[config.mk]
export PLATFORM = sky130hd
export DESIGN_NAME = io_panel
export DESIGN_NICKNAME = d
export VERILOG_FILES = /design/src/rtl/io_panel_pkg.sv /design/src/rtl/io_panel_hex_to_seg.sv /design/src/rtl/io_panel.sv
export SDC_FILE = /design/constraint.sdc
export NUM_CORES = 1
export LEC_CHECK = 0
export ABC_AREA = 1
export CAP_MARGIN = 20
export CORE_MARGIN = 2
export CORE_UTILIZATION = 55
export DETAILED_ROUTE_END_ITERATION = 7
export PLACE_DENSITY = 0.89
export SYNTH_ARGS = -nofsm -noshare
export SYNTH_HDL_FRONTEND = slang
export SYNTH_SLANG_ARGS = --single-unit
[constraint.sdc]
create_clock -name clk -period 2.25 [get_ports clk]
set_input_delay 0.3375 -clock clk [delete_from_list [all_inputs] [get_ports clk]]
set_output_delay 0.3375 -clock clk [all_outputs]
set_load 0.02 [all_outputs]
[src/rtl/io_panel_pkg.sv]
`default_nettype none
// +----------------------------------------------------------------------------+
// | io_panel_pkg : seven-segment patterns and digit-index encoding for io_panel |
// | Revision     : 1.0                                                          |
// +----------------------------------------------------------------------------+
package io_panel_pkg;

  localparam int DIGIT_W = 2;

  localparam logic [DIGIT_W-1:0] D0 = 2'd0;
  localparam logic [DIGIT_W-1:0] D1 = 2'd1;
  localparam logic [DIGIT_W-1:0] D2 = 2'd2;
  localparam logic [DIGIT_W-1:0] D3 = 2'd3;

  // Active-low, bit order {g,f,e,d,c,b,a}
  localparam logic [6:0] SEG_0     = 7'h40;
  localparam logic [6:0] SEG_1     = 7'h79;
  localparam logic [6:0] SEG_2     = 7'h24;
  localparam logic [6:0] SEG_3     = 7'h30;
  localparam logic [6:0] SEG_4     = 7'h19;
  localparam logic [6:0] SEG_5     = 7'h12;
  localparam logic [6:0] SEG_6     = 7'h02;
  localparam logic [6:0] SEG_7     = 7'h78;
  localparam logic [6:0] SEG_8     = 7'h00;
  localparam logic [6:0] SEG_9     = 7'h10;
  localparam logic [6:0] SEG_A     = 7'h08;
  localparam logic [6:0] SEG_B     = 7'h03;
  localparam logic [6:0] SEG_C     = 7'h46;
  localparam logic [6:0] SEG_D     = 7'h21;
  localparam logic [6:0] SEG_E     = 7'h06;
  localparam logic [6:0] SEG_F     = 7'h0E;
  localparam logic [6:0] SEG_BLANK = 7'h7F;

  function automatic logic [3:0] an_onehot_low(input logic [DIGIT_W-1:0] idx);
    return ~(4'b0001 << idx);
  endfunction

endpackage
`default_nettype wire

[src/rtl/io_panel_hex_to_seg.sv]
`default_nettype none
// +----------------------------------------------------------------------------+
// | hex_to_seg : combinational nibble to active-low seven-segment pattern      |
// | Revision   : 1.0                                                           |
// +----------------------------------------------------------------------------+
module hex_to_seg
  import io_panel_pkg::*;
(
  input  logic [3:0] nibble,
  output logic [6:0] pattern
);

  always_comb begin
    pattern = SEG_BLANK;
    case (nibble)
      4'h0: pattern = SEG_0;
      4'h1: pattern = SEG_1;
      4'h2: pattern = SEG_2;
      4'h3: pattern = SEG_3;
      4'h4: pattern = SEG_4;
      4'h5: pattern = SEG_5;
      4'h6: pattern = SEG_6;
      4'h7: pattern = SEG_7;
      4'h8: pattern = SEG_8;
      4'h9: pattern = SEG_9;
      4'hA: pattern = SEG_A;
      4'hB: pattern = SEG_B;
      4'hC: pattern = SEG_C;
      4'hD: pattern = SEG_D;
      4'hE: pattern = SEG_E;
      4'hF: pattern = SEG_F;
      default: pattern = SEG_BLANK;
    endcase
  end

endmodule
`default_nettype wire

[src/rtl/io_panel.sv]
`default_nettype none
// +----------------------------------------------------------------------------+
// | io_panel : debounced switch input and multiplexed hex display for the CPU  |
// | Revision : 1.0                                                             |
// +----------------------------------------------------------------------------+
module io_panel
  import io_panel_pkg::*;
#(
  parameter int DATA_WIDTH      = 16,
  parameter int SCAN_DIV        = 50_000,
  parameter int DEBOUNCE_CYCLES = 500_000
) (
  input  logic                  clk,
  input  logic                  rst_n,
  input  logic [DATA_WIDTH-1:0] sw,
  input  logic [DATA_WIDTH-1:0] cpu_out,
  output logic [DATA_WIDTH-1:0] cpu_in,
  output logic [6:0]            seg,
  output logic [3:0]            an,
  output logic                  frame
);

  localparam int PRE_W = $clog2(SCAN_DIV);
  localparam int DEB_W = $clog2(DEBOUNCE_CYCLES);
  localparam logic [PRE_W-1:0] c_pre_max = PRE_W'(SCAN_DIV - 1);
  localparam logic [DEB_W-1:0] c_deb_max = DEB_W'(DEBOUNCE_CYCLES - 1);

  logic [DATA_WIDTH-1:0] r_sync1, r_sync2, r_cand, r_disp;
  logic [DEB_W-1:0]      r_deb_cnt;
  logic [PRE_W-1:0]      r_presc;
  logic [DIGIT_W-1:0]    r_idx, w_idx_next;
  logic                  r_load_d;
  logic                  w_wrap, w_load;
  logic [3:0]            w_nibble, w_an;
  logic [6:0]            w_seg;

  // Whole-vector debounce: any change of the synchronized value restarts the window
  always_ff @(posedge clk or negedge rst_n) begin
    if (!rst_n) begin
      r_sync1   <= '0;
      r_sync2   <= '0;
      r_cand    <= '0;
      r_deb_cnt <= '0;
      cpu_in    <= '0;
    end else begin
      r_sync1 <= sw;
      r_sync2 <= r_sync1;
      if (r_sync2 != r_cand) begin
        r_cand    <= r_sync2;
        r_deb_cnt <= '0;
      end else if (r_deb_cnt != c_deb_max) begin
        r_deb_cnt <= r_deb_cnt + DEB_W'(1);
      end else begin
        cpu_in <= r_cand;
      end
    end
  end

  assign w_wrap = (r_presc == c_pre_max);
  assign w_load = w_wrap && (r_idx == D3);

  always_ff @(posedge clk or negedge rst_n) begin
    if (!rst_n) begin
      r_presc <= '0;
    end else begin
      r_presc <= w_wrap ? '0 : r_presc + PRE_W'(1);
    end
  end

  // Digit ring: state register
  always_ff @(posedge clk or negedge rst_n) begin
    if (!rst_n) begin
      r_idx <= D0;
    end else begin
      r_idx <= w_idx_next;
    end
  end

  // Digit ring: next state
  always_comb begin
    w_idx_next = r_idx;
    if (w_wrap) begin
      case (r_idx)
        D0:      w_idx_next = D1;
        D1:      w_idx_next = D2;
        D2:      w_idx_next = D3;
        default: w_idx_next = D0;
      endcase
    end
  end

  // Digit ring: outputs
  always_comb begin
    w_nibble = r_disp[3:0];
    case (r_idx)
      D0:      w_nibble = r_disp[3:0];
      D1:      w_nibble = r_disp[7:4];
      D2:      w_nibble = r_disp[11:8];
      default: w_nibble = r_disp[15:12];
    endcase
    w_an = an_onehot_low(r_idx);
  end

  hex_to_seg u_hex_to_seg (
    .nibble  (w_nibble),
    .pattern (w_seg)
  );

  // The display value is only captured at the frame boundary so a frame never tears
  always_ff @(posedge clk or negedge rst_n) begin
    if (!rst_n) begin
      r_disp   <= '0;
      r_load_d <= 1'b0;
      frame    <= 1'b0;
      seg      <= SEG_BLANK;
      an       <= 4'hF;
    end else begin
      if (w_load) begin
        r_disp <= cpu_out;
      end
      r_load_d <= w_load;
      frame    <= r_load_d;
      seg      <= w_seg;
      an       <= w_an;
    end
  end

endmodule
`default_nettype wire

==> impl_metrics.toml, run 1 <==
[routing]
first_pass_iters = 7
wl_per_cell_um = 14.4
vias_per_cell = 5.27
drc = 0
drt-initial-drc-count = 263
vias = 4618
wirelength_um = 12600
ant_nets = 0

[timing]
worst_pin_slew_ns = 0.535
setup_ws_ns = 0.165
report.final.slew_viol_count = 0
fin_tns_setup_ns = 0
setup_viol = 0
slew_headroom_pct = 64.3
final.min_clock_period_ns = 2.09
skew_ns = 0.00639
grt_setup_unrepaired = "no"
finalHoldViolCount = 0
fmaxAchievable_mhz = 480
timing.final.crit_share_pct = 92.7
whs_ns = 0.234

[global_routing]
grt_usage_pct = 24.3
first_global_vias = 4803
grt_max_degree = 43
grt_overflow = 0
grt_pass1_wl_um = 21500
antenna_found_initial = 0

[power_and_ir_drop]
p_int_mw = 4.25
leakage_nw = 3.51
pwr-share-seq_pct = 45.3
swShare_pct = 20.5
worst_ir_drop_vdd_v = 0.000622
p_per_area_nw_per_um2 = 744
clkPwrFrac_pct = 51.4
p_switching_mw = 1.09
power_frac_comb_pct = 3.3

[placed_design]
place_ws_ns = 0.109
hpwl_um = 8840
post_dp_cell_area_um2 = 6560
port_buffers = 61
gp_congestion = 0.859

[worst_setup_path]
crit_chain = "inv_1 -> ha_1 -> nand2_1 -> nand2_1 -> o22ai_1 -> inv_1 -> ha_1 -> or2_2 -> o21ai_0"
start_kind = "flop"
required_ns = 2.70
timing.rr.start = "r_idx[0]"
arrival_ns = 2.54
end_kind = "flop"
max_stage_delay_ns = 0.41
crit_slowest_cell = "dfrtp_1"
cp_max_fo = 6
r2r_setup_slack_ns = 0.16
critical_path_class = "flop to flop"
startpoint = "r_idx[0]"

[logic_synthesis]
synthDistinctLibCells = 38
ys_ff_latch = 130
synthFlopType = "dfrtp_1"
seq_area_frac_synth_pct = 56.0
synthesis.nets = 712
synth_area_per_cell_um2 = 8.77
synthCells = 665
syn_area_um2 = 5830
async_reset_ff_share_pct = 100
synth_edf_count = 0
yosys_warnings = 0

[cts]
clkSinkCount = 130
ctsRootBufferMaster = "clkbuf_8"
cts_setup_buffers = 0
cts_buffers = 17
insertion_delay_ns = 0.54
clk_pin_slew_ns = 0.06
cts.path.max_buffers = 2
cts_tree = "built"
cts_htree_levels = 4

[cells_and_area]
final_cell_mix = "nand2_1, dfrtp_1, inv_1"
seq_area_um2 = 3270
antennaDiodeCount = 0
nets = 774
multi_input_area_um2 = 2100
final_common_cell = "nand2_1"
layout-drive-gt1-share_pct = 10.3
fin_util_pct = 69.5
area_growth_pct = 23.0
fin_area_um2 = 7170
n_fill_cell = 700

[floorplan]
initial_core_util_pct = 56.5
fp.dieArea_um2 = 11400
io_pins = 62
placementRows = 37
dieHeight_um = 107
die-width_um = 107
core_area_um2 = 10300

[run]
cap_viol_max_count = 0

[hold_path]
hold_path_class = "primary input to flop"
min_from = "sw[6]"

[run_status]
status = "complete, no violations"
-- final cells by class --
cell class,instances,area share [%]
sequential,130,45.6
clock inverter,8,1.74
tap,136,2.37
clock buffer,24,6.56
timing repair buffer,70,9.81
multi-input combinational,420,29.3
inverter,88,4.62
-- per-stage QoR --
| step | power (mW) | cells |
|---|---|---|
| after floorplan | 2.51 | 665 |
| after global placement | 2.62 | 843 |
| after detailed placement | 2.63 | 843 |
| after CTS | 5.38 | 876 |
| after global routing | 5.50 | 876 |
| final | 5.34 | 876 |
-- cells by family (layout without fill, tap and decap cells) --
kind of cell             after synthesis  after routing  share of synthesized area, %
XOR/XNOR                              17             17                          2.55
adder cells (fa/ha/maj)               13             13                          2.79
AO/OA/AOI/OAI                         28             28                          2.77
buffers and inverters                115            190                          7.98
AND/OR/NAND/NOR                      362            362                          27.9
flip-flops                           130            130                          56.0
-- cell usage after synthesis (4+ instances only) --
master	instances	share of area, %
nand2_1	199	13
buf_4	6	0.77
ha_1	13	2.8
dfstp_2	11	5.0
nor2_2	4	0.43
xor2_1	13	2.0
nand3_1	38	3.3
nand4_1	24	2.6
clkbuf_1	18	1.2
nor2_1	66	4.2
a21oi_1	8	0.69
xnor2_1	4	0.60
nor3_1	13	1.1
inv_2	5	0.32
dfrtp_1	119	51
inv_1	82	5.3
o21ai_0	13	1.1
-- routing by layer --
| layer | vias up | GRT usage, % | wire length, µm |
|---|---|---|---|
| met3 | 34 | 7.66 | 707 |
| met1 | 2245 | 27.6 | 4950 |
| met4 | 0 | 10.3 | 290 |
| li1 | 2195 | - | - |
| met5 | - | 0 | 0 |
| met2 | 144 | 42.5 | 6640 |
-- worst max-delay path: cells and delay by family (launching register included) --
kind / cells / cell delay (ns)
flops: 1 / 0.41
simple gates: 3 / 0.48
compound gates: 2 / 0.37
buf+inv: 2 / 0.23
fa+ha+maj: 2 / 0.51
-- what timing repair did --
item / in CTS / in global routing
endpoints found under the hold margin: 34 / 0
setup endpoints to repair: 0 / 5
gates resized for setup: 0 / 2
hold buffers: 1 / 0
-- power groups by stage --
stage                     Sequential, mW  Combinational (mW)  Clock [mW]
after global placement              2.45               0.165           0
after detailed placement            2.46               0.174           0
final                               2.42               0.174        2.74
after CTS                           2.42               0.179        2.78
after floorplan                     2.45              0.0595           0
after global routing                2.42               0.197        2.88
-- final timing paths --
check / end / depth (start not counted)
max in group asynchronous: seg[4] / 3
max reg2reg: seg[2] / 9
max: seg[2] / 9
min reg2reg: r_sync2[7] / 0
min in group asynchronous: r_disp[4] / 2
min: r_sync1[6] / 1
-- registers in the layout, summed over array words and instances, names as in the netlist --
name and flops:
r_presc 16, r_disp 16, cpu_in 16, r_cand 16, r_load_d 1, frame 1, r_idx 2, r_deb_cnt 19
an 4, r_sync1 16, seg 7, r_sync2 16
No activity file was read; power rests on OpenSTA's default activity.
==> run 2: changes to the inputs <==
CTS_CLUSTER_SIZE = 28   (was unset)
PLACE_DENSITY = 0.78   (was 0.89)
SETUP_SLACK_MARGIN = 0.4   (was unset)
==> run 2 against run 1 <==
Net effect: combinational power down 2%; cell count grew 0.23%; power decreased by 1.7%; critical path depth decreased by 8; clock skew barely moved; global-route usage decreased by 2.1 points; largest power group unchanged; highest routed layer unchanged.
==> impl_metrics.toml, run 2 (synthesis gave the netlist of run 1 again) <==
[worst_setup_path]
crit_chain = "clkdlybuf4s50_1"
crit_family = "buffers and inverters"
arrival_ns = 1.49
cp_max_fo = 1
critical_path_class = "flop to output pin"
max_stage_delay_ns = 0.61
cp.buffers_inverters = 1
end_kind = "output pin"
start_kind = "flop"
required_ns = 1.91
crit_slowest_cell = "clkdlybuf4s50_1"

[timing]
setup_viol = 0
finalHoldViolCount = 0
whs_ns = 0.224
slew_headroom_pct = 74.3
report.final.slew_viol_count = 0
grt_setup_unrepaired = "yes"
final.min_clock_period_ns = 1.82
timing.final.crit_share_pct = 81.1
setup_ws_ns = 0.425
worst_pin_slew_ns = 0.386
skew_ns = 0.00614
fmaxAchievable_mhz = 548
fin_tns_setup_ns = 0

[power_and_ir_drop]
worst_ir_drop_vdd_v = 0.000619
leakage_nw = 3.65
p_per_area_nw_per_um2 = 720

[cells_and_area]
final_common_cell = "nand2_1"
seq_area_um2 = 3270
multi_input_area_um2 = 2200
layout-drive-gt1-share_pct = 12.9
nets = 776
area_growth_pct = 24.9
n_fill_cell = 738
instances_no_fill = 878
antennaDiodeCount = 0
top_register = "r_deb_cnt"
fin_area_um2 = 7280
final_cell_mix = "nand2_1, dfrtp_1, inv_1"
largest_reg_flops = 19

[global_routing]
busiest_layer = "met2"
grt_max_degree = 75
grtUsageMet2_pct = 36.0
met1_usage_pct = 28.4
grt_usage_pct = 22.3
grt_overflow = 0
antenna_found_initial = 0
use_met3_pct = 5.59
grt_pass1_wl_um = 19900
first_global_vias = 4309

[routing]
drt-initial-drc-count = 220
first_pass_iters = 7
vias_per_cell = 5.00
drc = 0
wirelength_um = 11400
wl_per_cell_um = 13.0
vias = 4392
ant_nets = 0

[placed_design]
post_dp_cell_area_um2 = 6550
gp_congestion = 0.855
place_ws_ns = 0.154
dp.cells = 841
port_buffers = 61
hpwl_um = 7630

[cts]
cts_buffers = 17
cts_htree_levels = 4
cts_tree = "built"
clkSinkCount = 130
clk_pin_slew_ns = 0.06
insertion_delay_ns = 0.52
ctsRootBufferMaster = "clkbuf_8"
cts.path.max_buffers = 2

[hold_path]
hold_path_class = "primary input to asynchronous set/reset pin"

[floorplan]
die-width_um = 107
core_area_um2 = 10300
fp.dieArea_um2 = 11400
io_pins = 62
initial_core_util_pct = 56.5
dieHeight_um = 107
placementRows = 37

[run_status]
status = "complete, no violations"

[run]
cap_viol_max_count = 0
-- run 2: cell count changes in the layout (fill, tap and decap cells not counted), sizes merged --
cell | previous run | this run
clkinvlp | 1 | 2
dlygate4sd2 | 0 | 11
buf | 9 | 11
clkbuf | 24 | 22
clkinv | 4 | 7
inv | 88 | 86
dlymetal6s2s | 0 | 7
clkdlybuf4s50 | 60 | 42
-- run 2: repair_timing --
| action | in CTS | in global routing |
|---|---|---|
| hold buffers | 1 | 0 |
| setup endpoints to repair | 18 | 31 |
| gates resized for setup | 23 | 30 |
| setup buffers | 3 | 1 |
| pin swaps | 1 | 4 |
| hold endpoints to repair | 49 | 0 |
| cloned | 0 | 0 |
-- run 2: worst paths after layout --
kind                                 start          to  slack (ns)  cells after the start
min in group clk                     sw[9]  r_sync1[9]        0.26                      1
worst min-delay path                 rst_n   cpu_in[8]        0.22                      2
worst max register to register    r_idx[0]      seg[0]        0.44                      9
worst max-delay path                 frame       frame        0.43                      1
max in group asynchronous            rst_n       an[3]        1.36                      3
worst min register to register  r_sync1[6]  r_sync2[6]        0.35                      0
-- run 2: layout make-up --
| class | instances | share of cell area (%) |
|---|---|---|
| clock buffers | 22 | 6.08 |
| multi-input cells | 420 | 30.2 |
| clock inverters | 10 | 1.84 |
| flip-flops and latches | 130 | 44.9 |
| repair buffers | 72 | 9.96 |
| well taps | 136 | 2.34 |
| inverters | 88 | 4.74 |
-- run 2: through the flow --
step	power, mW	utilization [%]
floorplan	2.51	-
global placement	2.62	63.5
detailed placement	2.63	63.5
CTS	5.31	69.6
global route	5.43	70.6
finish	5.25	70.6
-- run 2: power by group --
group	switching, mW	leakage [nW]	internal [mW]
Combinational	0.0879	1.81	0.0820
Clock	0.951	0.279	1.71
Sequential	0.0308	1.56	2.38
Total	1.07	3.65	4.18
-- run 2: per-layer routing --
layer / vias up / share of wire (%)
met5: - / 0
met1: 2059 / 44
met2: 112 / 49
met3: 26 / 4.2
met4: 0 / 2.1
li1: 2195 / -
==> run 3: changes to the inputs <==
clock period = 1.7 ns   (was 2.25 ns; I/O delays follow)
==> run 3 against run 2 <==
Net effect: the flow now finishes with violations (negative setup slack); combinational power rose by 79%; wire length grew 67%; worst setup slack got worse by 0.64 ns; sequential power up 32%; via count increased by 25%; largest power group unchanged; highest routed layer unchanged.
==> impl_metrics.toml, run 3 (synthesis gave the netlist of run 1 again) <==
[run_status]
violations = "negative setup slack"
status = "finished, violations left"

[cts]
clk_pin_slew_ns = 0.06
insertion_delay_ns = 0.54
cts.path.max_buffers = 2
clkSinkCount = 130
ctsRootBufferMaster = "clkbuf_8"
cts_htree_levels = 4
cts_buffers = 17
cts_tree = "built"

[placed_design]
place_ws_ns = -0.0525
gp_congestion = 0.869
hpwl_um = 8010
port_buffers = 61
dp.cells = 848
post_dp_cell_area_um2 = 6780

[floorplan]
core_area_um2 = 10300
dieHeight_um = 107
placementRows = 37
io_pins = 62
initial_core_util_pct = 56.5
fp.dieArea_um2 = 11400
die-width_um = 107

[power_and_ir_drop]
leakage_nw = 4.25
worst_ir_drop_vdd_v = 0.000625
p_per_area_nw_per_um2 = 839

[timing]
fin_tns_setup_ns = -1.64
slew_headroom_pct = 70.3
setup_viol = 25
worst_pin_slew_ns = 0.445
fmaxAchievable_mhz = 521
final.min_clock_period_ns = 1.92
skew_ns = 0.00863
grt_setup_unrepaired = "yes"
timing.final.crit_share_pct = 113
report.final.slew_viol_count = 0
setup_ws_ns = -0.218
finalHoldViolCount = 0

[hold_path]
hold_path_class = "primary input to flop"
hold_depth = 1
min_from = "sw[6]"
holdPathEnd = "r_sync1[6]"

[worst_setup_path]
max_stage_delay_ns = 0.47
critical_path_class = "flop to flop"
r2r_end = "seg[0]"
r2r_cells = 10
start_kind = "flop"
crit_slowest_cell = "dfrtp_2"
timing.rr.start = "r_idx[0]"
crit_chain = "inv_4 -> ha_4 -> nand2_2 -> nand4_1 -> o21ai_4 -> buf_12 -> ha_4 -> or2_4 -> nand2_1 -> o21ai_1"
cp_max_fo = 5
required_ns = 2.16
arrival_ns = 2.38
end_kind = "flop"
r2r_setup_slack_ns = -0.22
cp_common_cell = "ha_4"

[cells_and_area]
final_cell_mix = "nand2_1, dfrtp_1, buf_4"
instances_no_fill = 975
fin_util_pct = 87.6
layout-drive-gt1-share_pct = 41.5
area_growth_pct = 55.0
fin_area_um2 = 9040
top_register = "r_deb_cnt"
nets = 873
antennaDiodeCount = 0
largest_reg_flops = 19
final_common_cell = "nand2_1"

[routing]
ant_nets = 0
first_pass_iters = 7
drc = 0
wl_per_cell_um = 19.5
vias_per_cell = 5.65
wirelength_um = 19000
drt-initial-drc-count = 494
vias = 5511

[global_routing]
grt_pass1_wl_um = 25800
grt_max_degree = 83
grt_usage_pct = 29.4
first_global_vias = 5338
antenna_found_initial = 0
grt_overflow = 0

[run]
cap_viol_max_count = 0
-- run 3: worst max path at each step --
stage	start	endpoint	slack, ns	cells past startpoint
after floorplan	r_idx[0]	seg[0]	0.07	10
after global placement	r_idx[0]	seg[3]	0.04	8
after detailed placement	r_idx[0]	seg[5]	-0.05	10
after CTS	r_idx[1]	seg[0]	0.02	10
after global routing	r_idx[0]	seg[0]	-0.29	10
final	r_idx[0]	seg[0]	-0.22	10
-- run 3: cell type report --
class                   instances  area, µm²
flip-flops and latches        130       3270
clock inverters                 9        175
well taps                     136        170
inverters                      88        358
multi-input cells             423       2900
clock buffers                  23        477
repair buffers                166       1690
fillers                       408       1280
-- run 3: metal layers --
| metal | global-route usage, % | up-vias | wire length, µm |
|---|---|---|---|
| met4 | 13.9 | 0 | 674 |
| met5 | 0 | - | 0 |
| met2 | 51.6 | 295 | 10400 |
| li1 | - | 2403 | - |
| met3 | 7.78 | 68 | 1290 |
| met1 | 33.5 | 2745 | 6630 |
-- run 3: repair_timing --
action                                 4_1_cts  5_1_grt
endpoints found under the hold margin      119        0
setup buffers                               44       40
cloned                                       9        1
setup endpoints to repair                   99      104
pin swaps                                   37       38
gates resized for setup                    261      105
hold buffers                                 1        0
-- run 3: worst max-delay path, delay by kind of cell (launching register included) --
kind,cells,cell delay [ns]
simple gates,4,0.54
flops,1,0.47
fa+ha+maj,2,0.33
buf+inv,2,0.26
compound gates,2,0.21
-- run 3: metrics by stage --
step	hold WS [ns]	total power, mW
global placement	0.268	3.47
global route	0.147	7.79
floorplan	-0.0406	3.32
detailed placement	0.270	3.48
finish	0.154	7.59
CTS	0.154	7.47
-- run 3: power by group --
group,switching (mW),internal [mW],total (mW)
sequential,0.0472,3.15,3.20
clock,1.39,2.68,4.08
combinational,0.162,0.143,0.305
total,1.60,5.98,7.59
